File: config.mk
export PLATFORM = sky130hd
export DESIGN_NAME = audio_mixer_seq_flat
export DESIGN_NICKNAME = d
export VERILOG_FILES = /design/src/rtl/audio_mixer_seq_if.sv /design/src/rtl/audio_mixer_seq.sv /design/src/flat_wrapper.sv
export SDC_FILE = /design/constraint.sdc
export NUM_CORES = 1
export LEC_CHECK = 0
export ABC_CLOCK_PERIOD_IN_PS = 12800
export CORE_MARGIN = 2
export CORE_UTILIZATION = 51
export DETAILED_ROUTE_END_ITERATION = 16
export PLACE_DENSITY = 0.75
export SLEW_MARGIN = 40
export SYNTH_ARGS = -nofsm -noshare
export SYNTH_HDL_FRONTEND = slang
export SYNTH_SLANG_ARGS = --single-unit
File: constraint.sdc
create_clock -name clk -period 12.8 [get_ports clk]
set_input_delay 1.28 -clock clk [delete_from_list [all_inputs] [get_ports clk]]
set_output_delay 1.28 -clock clk [all_outputs]
set_load 0.005 [all_outputs]
File: src/rtl/audio_mixer_seq_if.sv
// Bus bundle for audio_mixer_seq: sample strobe, channel/mute payload, gain port and mix results.
// master drives stimulus and gain writes; slave is the mixer.
interface audio_mixer_seq_if #(
  parameter int unsigned WIDTH     = 8,
  parameter int unsigned CHANNELS  = 8,
  parameter int unsigned GAIN_BITS = 4,
  parameter int unsigned OUT_WIDTH = WIDTH + 1
);
  localparam int unsigned SEL_W = $clog2(CHANNELS);

  logic                          sample_tick;
  logic [CHANNELS*WIDTH-1:0]     channels;
  logic [CHANNELS-1:0]           mute;
  logic                          gain_we;
  logic [SEL_W-1:0]              gain_sel;
  logic [GAIN_BITS-1:0]          gain_data;
  logic [OUT_WIDTH-1:0]          out;
  logic                          out_valid;
  logic                          busy;
  logic                          overrun;

  modport master (
    output sample_tick, channels, mute, gain_we, gain_sel, gain_data,
    input  out, out_valid, busy, overrun
  );

  modport slave (
    input  sample_tick, channels, mute, gain_we, gain_sel, gain_data,
    output out, out_valid, busy, overrun
  );
endinterface

File: src/rtl/audio_mixer_seq.sv
// Time-multiplexed audio mixer: snapshot on sample_tick, one gained channel accumulated per clock.
// Build option AUDIO_MIXER_SATURATE_EN: clamp the scaled result instead of wrapping it.
module audio_mixer_seq #(
  parameter int unsigned WIDTH     = 8,
  parameter int unsigned CHANNELS  = 8,
  parameter int unsigned GAIN_BITS = 4,
  parameter int unsigned SHIFT     = 2,
  parameter int unsigned OUT_WIDTH = WIDTH + 1
) (
  input  logic             clk,
  input  logic             rst,
  audio_mixer_seq_if.slave bus
);
  localparam int unsigned IDX_W     = $clog2(CHANNELS);
  localparam int unsigned PROD_W    = WIDTH + GAIN_BITS;
  localparam int unsigned CONTRIB_W = WIDTH + 1;
  localparam int unsigned ACC_W     = WIDTH + 1 + $clog2(CHANNELS);
  localparam int unsigned WIDE_W    = ACC_W + OUT_WIDTH;
  localparam logic [GAIN_BITS-1:0] UNITY_GAIN = GAIN_BITS'(1) << (GAIN_BITS - 1);

  typedef enum logic [1:0] {IDLE, ACCUM, DONE} state_t;

  state_t                 r_state;
  state_t                 w_state_nxt;
  logic                   w_start;
  logic                   w_acc_en;
  logic                   w_load_out;
  logic                   w_last;

  logic [WIDTH-1:0]       r_snap_ch [CHANNELS];
  logic [CHANNELS-1:0]    r_snap_mute;
  logic [GAIN_BITS-1:0]   r_gain [CHANNELS];
  logic [IDX_W-1:0]       r_idx;
  logic [ACC_W-1:0]       r_acc;
  logic [OUT_WIDTH-1:0]   r_out;
  logic                   r_out_valid;
  logic                   r_busy;
  logic                   r_overrun;

  logic [WIDTH-1:0]       w_sample;
  logic [GAIN_BITS-1:0]   w_gain;
  logic [PROD_W-1:0]      w_prod;
  logic [CONTRIB_W-1:0]   w_contrib;
  logic [ACC_W-1:0]       w_shifted;
  logic [WIDE_W-1:0]      w_wide;
  logic [OUT_WIDTH-1:0]   w_result;

  assign w_last = (r_idx == IDX_W'(CHANNELS - 1));

  // State register
  always_ff @(posedge clk) begin
    if (rst) begin
      r_state <= IDLE;
    end else begin
      r_state <= w_state_nxt;
    end
  end

  // Next-state and datapath strobes
  always_comb begin
    w_state_nxt = r_state;
    w_start     = 1'b0;
    w_acc_en    = 1'b0;
    w_load_out  = 1'b0;
    case (r_state)
      IDLE: begin
        if (bus.sample_tick) begin
          w_start     = 1'b1;
          w_state_nxt = ACCUM;
        end
      end
      ACCUM: begin
        w_acc_en = 1'b1;
        if (w_last) begin
          w_state_nxt = DONE;
        end
      end
      DONE: begin
        w_load_out  = 1'b1;
        w_state_nxt = IDLE;
      end
      default: w_state_nxt = IDLE;
    endcase
  end

  // Contribution of the channel selected by r_idx, computed at full product width
  assign w_sample  = r_snap_ch[r_idx];
  assign w_gain    = r_gain[r_idx];
  assign w_prod    = PROD_W'(w_sample) * PROD_W'(w_gain);
  assign w_contrib = r_snap_mute[r_idx] ? '0 : CONTRIB_W'(w_prod >> (GAIN_BITS - 1));

  assign w_shifted = r_acc >> SHIFT;
  assign w_wide    = WIDE_W'(w_shifted);

`ifdef AUDIO_MIXER_SATURATE_EN
  assign w_result = (w_wide > WIDE_W'({OUT_WIDTH{1'b1}})) ? {OUT_WIDTH{1'b1}}
                                                         : OUT_WIDTH'(w_wide);
`else
  assign w_result = OUT_WIDTH'(w_wide);
`endif

  // Gain registers; a write lands after the current edge's accumulation read
  always_ff @(posedge clk) begin
    if (rst) begin
      for (int k = 0; k < int'(CHANNELS); k++) begin
        r_gain[k] <= UNITY_GAIN;
      end
    end else if (bus.gain_we && (32'(bus.gain_sel) < CHANNELS)) begin
      r_gain[bus.gain_sel] <= bus.gain_data;
    end
  end

  // Snapshot, accumulator and registered outputs
  always_ff @(posedge clk) begin
    if (rst) begin
      for (int k = 0; k < int'(CHANNELS); k++) begin
        r_snap_ch[k] <= '0;
      end
      r_snap_mute <= '0;
      r_idx       <= '0;
      r_acc       <= '0;
      r_out       <= '0;
      r_out_valid <= 1'b0;
      r_busy      <= 1'b0;
      r_overrun   <= 1'b0;
    end else begin
      r_out_valid <= w_load_out;
      r_busy      <= (w_state_nxt != IDLE);
      if (bus.sample_tick && (r_state != IDLE)) begin
        r_overrun <= 1'b1;
      end
      if (w_start) begin
        for (int k = 0; k < int'(CHANNELS); k++) begin
          r_snap_ch[k] <= bus.channels[k*WIDTH +: WIDTH];
        end
        r_snap_mute <= bus.mute;
        r_idx       <= '0;
        r_acc       <= '0;
      end
      if (w_acc_en) begin
        r_acc <= r_acc + ACC_W'(w_contrib);
        r_idx <= r_idx + IDX_W'(1);
      end
      if (w_load_out) begin
        r_out <= w_result;
      end
    end
  end

  assign bus.out       = r_out;
  assign bus.out_valid = r_out_valid;
  assign bus.busy      = r_busy;
  assign bus.overrun   = r_overrun;

endmodule

File: src/flat_wrapper.sv
// flat-port wrapper written by rule: the top's interface ports become plain ports
module audio_mixer_seq_flat 
#(
  parameter int unsigned WIDTH     = 8,
  parameter int unsigned CHANNELS  = 8,
  parameter int unsigned GAIN_BITS = 4,
  parameter int unsigned SHIFT     = 2,
  parameter int unsigned OUT_WIDTH = WIDTH + 1
)
  (clk, rst, bus_sample_tick, bus_channels, bus_mute, bus_gain_we, bus_gain_sel, bus_gain_data, bus_out, bus_out_valid, bus_busy, bus_overrun);
  audio_mixer_seq_if #(.WIDTH(WIDTH), .CHANNELS(CHANNELS), .GAIN_BITS(GAIN_BITS), .OUT_WIDTH(OUT_WIDTH)) bus_i ();
  input  logic clk;
  input  logic rst;
  input wire logic [$bits(bus_i.sample_tick)-1:0] bus_sample_tick;
  input wire logic [$bits(bus_i.channels)-1:0] bus_channels;
  input wire logic [$bits(bus_i.mute)-1:0] bus_mute;
  input wire logic [$bits(bus_i.gain_we)-1:0] bus_gain_we;
  input wire logic [$bits(bus_i.gain_sel)-1:0] bus_gain_sel;
  input wire logic [$bits(bus_i.gain_data)-1:0] bus_gain_data;
  output wire logic [$bits(bus_i.out)-1:0] bus_out;
  output wire logic [$bits(bus_i.out_valid)-1:0] bus_out_valid;
  output wire logic [$bits(bus_i.busy)-1:0] bus_busy;
  output wire logic [$bits(bus_i.overrun)-1:0] bus_overrun;
  assign bus_i.sample_tick = bus_sample_tick;
  assign bus_i.channels = bus_channels;
  assign bus_i.mute = bus_mute;
  assign bus_i.gain_we = bus_gain_we;
  assign bus_i.gain_sel = bus_gain_sel;
  assign bus_i.gain_data = bus_gain_data;
  assign bus_out = bus_i.out;
  assign bus_out_valid = bus_i.out_valid;
  assign bus_busy = bus_i.busy;
  assign bus_overrun = bus_i.overrun;
  audio_mixer_seq #(.WIDTH(WIDTH), .CHANNELS(CHANNELS), .GAIN_BITS(GAIN_BITS), .SHIFT(SHIFT), .OUT_WIDTH(OUT_WIDTH)) u_core (.clk(clk), .rst(rst), .bus(bus_i));
endmodule
==> results.json <==
{
  "port_buffers": 94,
  "synth_top_family_by_area": "simple AND/OR/NAND/NOR gates",
  "syn_area_um2": 7024,
  "critPathArrivalTime_ns": 6.39,
  "worstSetupPathType": "reg2reg",
  "yosysSeqAreaShare_pct": 52.16,
  "clock_latency_ns": 0.42,
  "holdCritPathClass": "reg2reg",
  "post-route-drc-count": 0,
  "initialDrtViolationCount": 294,
  "design.core.area_um2": 13350,
  "synth_edf_count": 96,
  "grt.total_usage_pct": 20.47,
  "finalHoldViolCount": 0,
  "htree_levels": 4,
  "synth-xor-area-share_pct": 1.621,
  "start_kind": "flip-flop",
  "num_antenna_cells": 0,
  "grt_remaining_overflow": 0,
  "vdd_drop_max_v": 0.00009335,
  "rows": 42,
  "die_y_um": 121.4,
  "maxCapViolations": 0,
  "worstHoldStart": "u_core.r_snap_mute[4]",
  "cts_tree": "yes",
  "utilization_pct": 65.07,
  "place_congestion": 0.8230,
  "max_stage_delay_ns": 0.65,
  "antenna_left": 0,
  "slew_violations": 0,
  "path_clk_slew_ns": 0.06,
  "period_needed_ns": 6.040,
  "cts_resized": 0,
  "cts_buffer_depth": 2,
  "place_hpwl_mm": 10.05,
  "die_w_um": 121.4,
  "worstSetupEndpoint": "u_core.r_acc[9]",
  "synth_cell_type_count": 51,
  "worstRegToRegCells": 20,
  "powerDensity_nw_per_um2": 138.3,
  "numCtsBuffers": 17,
  "netlist_instances": 593,
  "start_util_pct": 52.62,
  "async_flop_share_pct": 0,
  "via_per_inst": 5.312,
  "critPathRequiredTime_ns": 13.15,
  "dr_total_vias": 4632,
  "fp.dieArea_um2": 14730,
  "cp_max_fo": 24,
  "grt_pass1_vias": 4735,
  "rsz0062_at_grt": "no",
  "fin_skew_ns": 0.005800,
  "synth_nets": 714,
  "run_status": "complete, no violations",
  "grt_pass1_wl_mm": 23.00,
  "cts_sinks": 135,
  "setup_viol": 0,
  "postCtsSetupRepairBufs": 0,
  "ios": 95,
  "worstPathCellList": "mux4_2 > mux2i_1 > nor2_1 > fa_1 > inv_1 > fa_1 > inv_1 > ha_1 > a21o_1 > a21o_1 > a21oi_1 > o21ai_0 > a41oi_2 > xor2_1 > nor2_1 > ha_1 > a2111oi_0 > o32ai_1 > mux2_1 > nor2_1",
  "synth.area.mux_share_pct": 10.69,
  "synthAdderAreaFrac_pct": 8.158,
  "fillCellCount": 1003,
  "reg2reg_slack_ns": 6.76,
  "p_leak_nw": 3.271,
  "ys_warn_count": 0,
  "drt_wl_total_mm": 13.98,
  "fin_area_um2": 8686,
  "cp_common_cell": "nor2_1",
  "syn2layout_area_growth_pct": 23.66,
  "period_share_pct": 47.18,
  "placed_area_um2": 8098,
  "tns_ns": 0,
  "antenna_found_initial": 0,
  "firstDrtPassIters": 5,
  "layout.nets": 804,
  "ys_ff_latch": 135,
  "grt_max_degree": 72,
  "wl_per_cell_um": 16.03,
  "synth_compound_area_share_pct": 5.540,
  "fmax_mhz": 165.6,
  "cts_hold_buf": 0,
  "synth_simple_gate_area_share_pct": 18.65,
  "cts_root_buf": "clkbuf_16",
  "synth_ff_type": "edfxtp_1",
  "tightest_slew_ns": 0.7852,
  "drive_gt1_share_pct": 12.07,
  "timing.slew.headroom_pct": 47.66,
  "crit_path_end_kind": "flip-flop",
  "r2r-end": "u_core.r_acc[9]",
  "syn_avg_cell_area_um2": 11.85,
  "cpMaxStageDelayCell": "dfxtp_4"
}
-- worst max-delay path, delay by kind of cell, from the launching register on --
family | cells | cell delay [ns]
flops | 1 | 0.65
fa+ha+maj | 4 | 1.65
simple gates | 3 | 0.31
xor+xnor | 1 | 0.16
buf+inv | 2 | 0.09
mux | 3 | 1.43
compound gates | 7 | 1.67
-- per-layer routing --
| layer | share of wire, % | GRT usage (%) | vias up |
|---|---|---|---|
| met2 | 51 | 35.53 | 122 |
| met4 | 2.1 | 7.830 | 0 |
| li1 | - | - | 2262 |
| met3 | 4.6 | 4.464 | 23 |
| met5 | 0 | 0 | - |
| met1 | 42 | 24.94 | 2225 |
-- layout by cell type, fill, tap and decap left out, types with 3 or more instances in the layout --
cell type / n
mux4_2: 26
nor3_1: 6
and2_1: 75
nor2_1: 44
fa_1: 13
a21oi_1: 38
o21ai_0: 5
nand2b_1: 12
clkdlybuf4s50_1: 93
nand3_1: 12
dfxtp_1: 37
xor2_1: 5
ha_1: 25
buf_4: 5
xnor2_1: 8
edfxtp_1: 96
nor2b_1: 17
clkbuf_16: 17
inv_6: 3
nand2_1: 51
mux2i_1: 12
a21o_1: 5
o21bai_1: 4
inv_1: 25
or2_2: 9
or2_1: 5
clkinvlp_4: 5
-- final cells by class --
class	count	area (µm²)	share of cell area (%)
Clock buffer	18	429.2	4.941
Clock inverter	14	150.1	1.729
Inverter	25	93.84	1.080
Multi-Input combinational cell	405	3151	36.27
Sequential cell	135	3669	42.24
Tap cell	176	220.2	2.535
Timing Repair Buffer	99	973.4	11.21
-- cell usage after synthesis (all sizes together) (6+ instances only) --
cell,count,area [µm²]
a21oi,39,198.9
nand2b,13,81.33
nor2,45,168.9
nand2,51,191.4
ha,25,312.8
edfxtp,96,2883
o21ai,6,30.02
dfxtp,39,780.8
or2,14,87.58
and2,75,469.2
fa,13,260.3
mux2i,12,120.1
nor2b,18,112.6
inv,25,93.84
nor3,6,30.03
nand3,12,60.06
xnor2,8,70.07
mux4,26,585.6
buf,7,50.04
clkbuf,21,80.07
-- logic make-up (layout without fill, tap and decap cells) --
logic type                 Yosys count  after routing
and+or+nand+nor                    248            248
adders and majority gates           38             38
xor gates and xnor gates            13             13
DFF                                135            135
buffers and inverters               53            156
muxes                               42             42
AOI/OAI and AO/OA                   64             64
-- registers in the layout, summed over array words and instances, names as in the netlist, named ones only --
signal	flops
u_core.bus.overrun	1
u_core.r_acc	11
u_core.bus.busy	1
u_core.r_idx	3
u_core.r_gain	32
u_core.r_snap_ch	64
u_core.bus.out_valid	1
u_core.r_snap_mute	8
u_core.r_state	2
u_core.bus.out	9
-- metrics by stage --
stage | worst slack (ns) | instances | total power [W] | hold WS, ns
2_1_floorplan | 7.323 | 593 | 0.0006735 | 0.4331
6_report | 6.760 | 872 | 0.001201 | 0.4524
3_3_place_gp | 6.671 | 840 | 0.0007286 | 0.4382
3_5_place_dp | 6.786 | 840 | 0.0007374 | 0.4478
5_1_grt | 6.217 | 872 | 0.001259 | 0.4709
4_1_cts | 6.726 | 872 | 0.001210 | 0.4555
-- how the worst min path moves through the flow --
stage                             to  slack [ns]  cells past startpoint
5_1_grt            u_core.bus.out[1]        0.47                      2
4_1_cts        u_core.r_snap_mute[4]        0.46                      2
2_1_floorplan  u_core.r_snap_mute[2]        0.43                      2
6_report       u_core.r_snap_mute[4]        0.45                      2
3_5_place_dp   u_core.r_snap_mute[4]        0.45                      2
3_3_place_gp      u_core.bus.overrun        0.44                      2
-- where the power goes --
group	leakage (nW)	total (W)	switching, W	internal (W)
Sequential	1.32	0.000516	0.0000162	0.000500
Clock	0.267	0.000473	0.000185	0.000287
Combinational	1.69	0.000212	0.000109	0.000103
Total	3.27	0.00120	0.000310	0.000891
Power figures use the tool's default switching activity.
